## src/rtl/bcd_encoder.sv

```systemverilog
// Registered 8-bit binary to 3-digit packed BCD converter for the stopwatch display path.
// Conversion is a fully unrolled shift-and-add-3 network feeding one output register.
module bcd_encoder (
  input  logic        Clk,
  input  logic        Reset,
  input  logic [7:0]  BinaryIn,
  output logic [11:0] BCDOut
);

  logic [19:0] scratch;

  // Double-dabble: each digit field is nudged by 3 before the shift so that
  // a value of 5 or more carries correctly into the next decimal digit.
  always_comb begin
    scratch = {12'd0, BinaryIn};
    for (int step = 0; step < 8; step++) begin
      if (scratch[11:8] >= 4'd5) begin
        scratch[11:8] = scratch[11:8] + 4'd3;
      end
      if (scratch[15:12] >= 4'd5) begin
        scratch[15:12] = scratch[15:12] + 4'd3;
      end
      if (scratch[19:16] >= 4'd5) begin
        scratch[19:16] = scratch[19:16] + 4'd3;
      end
      scratch = scratch << 1;
    end
  end

  always_ff @(posedge Clk or posedge Reset) begin
    if (Reset) begin
      BCDOut <= 12'h000;
    end else begin
      BCDOut <= scratch[19:8];
    end
  end

endmodule

```

## config.mk

```make
export PLATFORM = sky130hd
export DESIGN_NAME = bcd_encoder
export DESIGN_NICKNAME = d
export VERILOG_FILES = /design/src/rtl/bcd_encoder.sv
export SDC_FILE = /design/constraint.sdc
export NUM_CORES = 1
export LEC_CHECK = 0
export CAP_MARGIN = 20
export CORE_ASPECT_RATIO = 0.75
export CORE_MARGIN = 2
export CORE_UTILIZATION = 25
export CTS_BUF_LIST = sky130_fd_sc_hd__clkbuf_8
export DETAILED_ROUTE_END_ITERATION = 8
export HOLD_SLACK_MARGIN = 0.05
export PLACE_DENSITY_LB_ADDON = 0.08
export SKIP_CTS_REPAIR_TIMING = 1
export SYNTH_ARGS = -nofsm -noshare
export SYNTH_HDL_FRONTEND = slang
export SYNTH_SLANG_ARGS = --single-unit
```

## constraint.sdc

```tcl
create_clock -name Clk -period 1.12 [get_ports Clk]
set_input_delay 0.28 -clock Clk [delete_from_list [all_inputs] [get_ports Clk]]
set_output_delay 0.28 -clock Clk [all_outputs]
set_load 0.05 [all_outputs]
```

==> flow_metrics.tcl, run 1 <==
set metrics [dict create \
    status "finished with violations" \
    violations "negative setup slack" \
    grt_pass1_vias 1715 \
    fp.dieH_um 70.98 \
    wl_per_cell_um 14.86 \
    startpoint_type "primary input" \
    antenna_found_initial 0 \
    die-area_sq_um 6622 \
    min_path_type "primary input to asynchronous set/reset pin" \
    async_flop_share_pct 100.0 \
    largest_register "BCDOut" \
    hpwl_um 4250 \
    reg.largest.list "BCDOut x10" \
    drive_gt1_share_pct 51.94 \
    setup_ws_ps -2635 \
    grt_overflow_total 0 \
    hold_viol_final 0 \
    grt_util_all_layers_pct 15.85 \
    ctsHtreeMaxLevel 1 \
    p_per_area_nw_per_um2 1496 \
    floorplan.initialDensity_pct 25.80 \
    synth_edf_count 0 \
    rsz0062_at_grt "true" \
    clock_sinks 10 \
    drtPass1Iterations 4 \
    p_leak_nw 1.229 \
    die_w_um 93.30 \
    via_per_inst 5.083 \
    intPower_w 0.002348 \
    ant_nets 0 \
    placed_area_sq_um 2536 \
    min_period_ps 3755 \
    wl_um 5366 \
    numCtsBuffers 3 \
    root_buffer "clkbuf_8" \
    gp_congestion 0.9129 \
    hold_ws_ps 345.4 \
    cts_tree "yes" \
    max-clock-path-buffers 2 \
    area_growth_syn_to_layout_pct 85.02 \
    syn_area_sq_um 1495 \
    vias 1835 \
    fp-row-count 24 \
    critPathRequiredTime_ps 1280 \
    drv_slew 0 \
    critPathMaxFanout 4 \
    core_area_sq_um 5796 \
    max-cap-violations 0 \
    setup_viol 9 \
    clkTransAtPathRegs_ps 40 \
    crit_path_end_kind "register" \
    grt_first_pass_wirelength_um 8556 \
    startpoint "BinaryIn[5]" \
    pwr-share-seq_pct 14.3 \
    layout.nets 304 \
    seq_area_frac_synth_pct 16.74 \
    io_buffers 19 \
    crit_end "BCDOut[4]" \
    drtIter0Drc 96 \
    antenna_cells 0 \
    fin_area_sq_um 2766 \
    switching_share_pct 43.27 \
    ys_ff_latch 10 \
    synth_cells 188 \
    synth.avg_cell_area_sq_um 7.953 \
    max_freq_mhz 266.3 \
    route.detailed.drc 0 \
    cp.arrival_ps 3920 \
    pwr-share-clk_pct 8.5 \
    p_comb_share_pct 77.2 \
    grt_max_degree 14 \
    criticalPathCategory "primary input to register" \
    fin_crit_sh_pct 335.3 \
    ys_warn_count 0 \
    largest_register_ffs 10 \
    io_pins 22 \
    vdd_ir_drop_max_uv 621.5 \
    synth_ff_type "dfrtp_1" \
    p_switching_w 0.001791 \
    yosys.cell_types.count 62 \
]
-- Yosys cell counts (all sizes together) (3+ instances only) --
master / number / area share, %
or2: 3 / 1.3
o21a: 5 / 2.5
a21o: 5 / 2.5
nor3: 8 / 2.7
nor2: 8 / 2.0
buf: 8 / 3.8
nand2: 14 / 3.5
ha: 9 / 7.5
o21ai: 11 / 3.7
a22o: 4 / 2.3
mux2i: 7 / 4.7
a21oi: 8 / 3.4
dfrtp: 10 / 17
inv: 12 / 3.0
nand4: 3 / 1.3
clkbuf: 4 / 1.0
o211ai: 3 / 1.5
nor2b: 4 / 1.7
a211oi: 4 / 2.0
nand3: 3 / 1.0
xnor2: 4 / 2.8
-- layer usage --
metal / part of all wire, % / track usage [%] / up-vias
met5: 0 / 0 / -
met4: 0.20 / 1.471 / 0
met3: 4.5 / 1.384 / 2
met2: 46 / 24.30 / 41
met1: 50 / 24.90 / 874
li1: - / - / 918
-- worst min-delay path by stage --
stage | start | endpoint | slack, ps | depth (start not counted)
final | Reset | BCDOut[0] | 350 | 2
after global routing | Reset | BCDOut[0] | 390 | 2
after CTS | Reset | BCDOut[0] | 370 | 2
after detailed placement | Reset | BCDOut[0] | 610 | 2
after global placement | Reset | BCDOut[0] | 580 | 2
after floorplan | Reset | BCDOut[0] | 120 | 1
-- power by group through the flow --
stage                     registers [W]  clock network [W]  logic [W]
final                          0.000592           0.000350    0.00320
after global routing           0.000608           0.000391    0.00342
after CTS                      0.000594           0.000363    0.00297
after detailed placement       0.000600                  0    0.00296
after global placement         0.000594                  0    0.00294
after floorplan                0.000963                  0    0.00125
-- metrics by stage --
stage	util (%)	worst slack [ps]	cells	total power, W	TNS, ps
after detailed placement	43.76	-3379	350	0.003561	-29370
after CTS	44.47	-3178	353	0.003927	-27450
after global placement	43.76	-3266	350	0.003533	-28490
after global routing	47.73	-2759	361	0.004421	-23810
final	47.73	-2635	361	0.004139	-22520
after floorplan	-	-2898	189	0.002209	-24520
-- area by class of cell --
type / instances / area [sq um]
Fill cell: 564 / 3029
Inverter: 13 / 60.06
Clock buffer: 3 / 41.29
Multi-Input combinational cell: 154 / 1369
Timing Repair Buffer: 103 / 948.4
Sequential cell: 10 / 250.2
Tap cell: 78 / 97.59
-- worst max-delay path, cell delays in order --
cell	delay [ps]
buf_8	100
clkinvlp_4	80
ha_4	140
inv_4	30
ha_4	160
a21oi_4	150
xnor2_2	160
ha_2	280
nor2b_4	170
a211oi_2	60
o2111ai_4	290
ha_4	200
nor2b_4	180
a21o_1	170
o211ai_1	170
a31o_2	320
o21a_1	190
a22o_1	200
or4b_1	510
nand2_1	80
-- layout by cell type, fill, tap and decap left out, drive strengths merged, types with 4 or more instances in the layout --
cell,instances
a21o,5
xnor2,4
o21a,5
o21ai,11
nor2b,4
clkdlybuf4s50,6
nor2,8
ha,9
nand2,14
a21oi,8
a211oi,4
dfrtp,10
mux2i,7
nor3,8
a22o,4
buf,96
inv,10
-- cell families (layout without fill, tap and decap cells) --
family / count (synthesis) / after routing / synth area share, %
buffers and inverters: 25 / 119 / 8.116
AND/OR/NAND/NOR: 56 / 56 / 19.83
multiplexers: 7 / 7 / 4.686
flip-flops: 10 / 10 / 16.74
other: 1 / 2 / 0.2508
XOR/XNOR: 4 / 4 / 2.846
adder cells (fa/ha/maj): 9 / 9 / 7.532
AO/OA/AOI/OAI: 76 / 76 / 40.00
Note: power is estimated with default switching activity, not from simulation.
==> inputs of run 2 (changes only) <==
==> constraint.sdc (replaced) <==
create_clock -name Clk -period 1.12 [get_ports Clk]
set_input_delay 0.224 -clock Clk [delete_from_list [all_inputs] [get_ports Clk]]
set_output_delay 0.224 -clock Clk [all_outputs]
set_load 0.05 [all_outputs]
==> flow_metrics.tcl, run 2 (synthesis gave the netlist of run 1 again) <==
set metrics [dict create \
    status "finished with violations" \
    violations "negative setup slack" \
    setup_ws_ps -2522 \
    grt_max_degree 14 \
    reg.largest.list "BCDOut x10" \
    startpoint_type "primary input" \
    top_usage_layer "met1" \
    io_buffers 19 \
    tns_ps -21340 \
    grt_first_pass_wirelength_um 8618 \
    grt_pass1_vias 1730 \
    p_per_area_nw_per_um2 1517 \
    gr-usage-met3_pct 2.769 \
    layout.nets 308 \
    vias 1865 \
    antenna_found_initial 0 \
    core_area_sq_um 5796 \
    ant_nets 0 \
    grt.met1_usage_pct 25.15 \
    max-cap-violations 0 \
    p_leak_nw 1.260 \
    drv_slew 0 \
    area_growth_syn_to_layout_pct 87.95 \
    wl_um 5270 \
    die_w_um 93.30 \
    antenna_cells 0 \
    die-area_sq_um 6622 \
    wl_per_cell_um 14.40 \
    io_pins 22 \
    cts_tree "yes" \
    criticalPathCategory "primary input to register" \
    critPathMaxFanout 4 \
    largest_register_ffs 10 \
    grt_util_all_layers_pct 15.86 \
    drive_gt1_share_pct 52.78 \
    clock_sinks 10 \
    crit_path_end_kind "register" \
    fp.dieH_um 70.98 \
    post-route-util_pct 48.49 \
    numCtsBuffers 3 \
    hold_viol_final 0 \
    min_path_type "primary input to asynchronous set/reset pin" \
    largest_register "BCDOut" \
    final_common_cell "buf_4" \
    vdd_ir_drop_max_uv 605.4 \
    startpoint "BinaryIn[5]" \
    max_freq_mhz 274.6 \
    clkTransAtPathRegs_ps 50 \
    dp.cells 348 \
    gp_congestion 0.9064 \
    rsz0062_at_grt "true" \
    hpwl_um 4226 \
    fin_crit_sh_pct 325.2 \
    final_cell_mix "buf_4 (86), nand2_1 (12), dfrtp_1 (10), buf_12 (10)" \
    cp.arrival_ps 3810 \
    fp-row-count 24 \
    ctsHtreeMaxLevel 1 \
    grt_overflow_total 0 \
    min_period_ps 3642 \
    setup_viol 9 \
    via_per_inst 5.096 \
    max-clock-path-buffers 2 \
    power.total_w 0.004263 \
    drtPass1Iterations 4 \
    floorplan.initialDensity_pct 25.80 \
    root_buffer "clkbuf_8" \
    final_cells 366 \
    grtUsageMet2_pct 23.02 \
    route.detailed.drc 0 \
    drtIter0Drc 132 \
    critPathRequiredTime_ps 1280 \
]
run 2: cell types whose count changed in the layout (fill, tap and decap cells not counted), sizes merged:
cell    delta
buf        +4
clkbuf     +1
run 2: metal layers:
| layer | vias to the layer above | wire, um |
|---|---|---|
| li1 | 928 | - |
| met1 | 879 | 2688 |
| met2 | 54 | 2247 |
| met3 | 4 | 309 |
| met4 | 0 | 25 |
| met5 | - | 0 |
run 2: critical path: stages:
cell        delay (ps)
buf_6              100
clkinvlp_4          70
ha_4               140
inv_4               30
ha_4               150
a21oi_4            130
xnor2_2            160
ha_2               230
nor2b_4            180
a211oi_4            50
o2111ai_4          290
ha_4               200
nor2b_4            170
a21o_1             190
o211ai_1           170
a31o_2             330
o21a_1             170
a22o_1             190
or4b_1             520
nand2_1             80
run 2: where the power goes:
group	internal, W	switching, W	leakage [nW]
logic	0.00166	0.00158	1.11
registers	0.000487	0.000101	0.124
clock network	0.000307	0.000123	0.0288
total	0.00246	0.00180	1.26
run 2: final cells by class:
| type | instances | area (sq um) |
|---|---|---|
| timing repair buffer | 107 | 963.4 |
| tap | 78 | 97.59 |
| clock buffer | 4 | 55.05 |
| sequential | 10 | 250.2 |
| fill | 554 | 2985 |
| inverter | 13 | 60.06 |
| multi-input combinational | 154 | 1384 |
run 2: per-stage QoR:
stage / worst slack (ps) / hold slack (ps) / area [sq um]
global placement: -3217 / 519.6 / 2521
global route: -2663 / 312.2 / 2810
detailed placement: -3360 / 520.7 / 2521
finish: -2522 / 272.8 / 2810
CTS: -3119 / 281.4 / 2576
floorplan: -2842 / 64.18 / 1663
run 2: how the worst max path moves through the flow:
| stage | to | slack (ps) |
|---|---|---|
| 3_5_place_dp | BCDOut[6] | -3360 |
| 2_1_floorplan | BCDOut[4] | -2840 |
| 6_report | BCDOut[4] | -2520 |
| 5_1_grt | BCDOut[5] | -2660 |
| 4_1_cts | BCDOut[6] | -3120 |
| 3_3_place_gp | BCDOut[7] | -3220 |
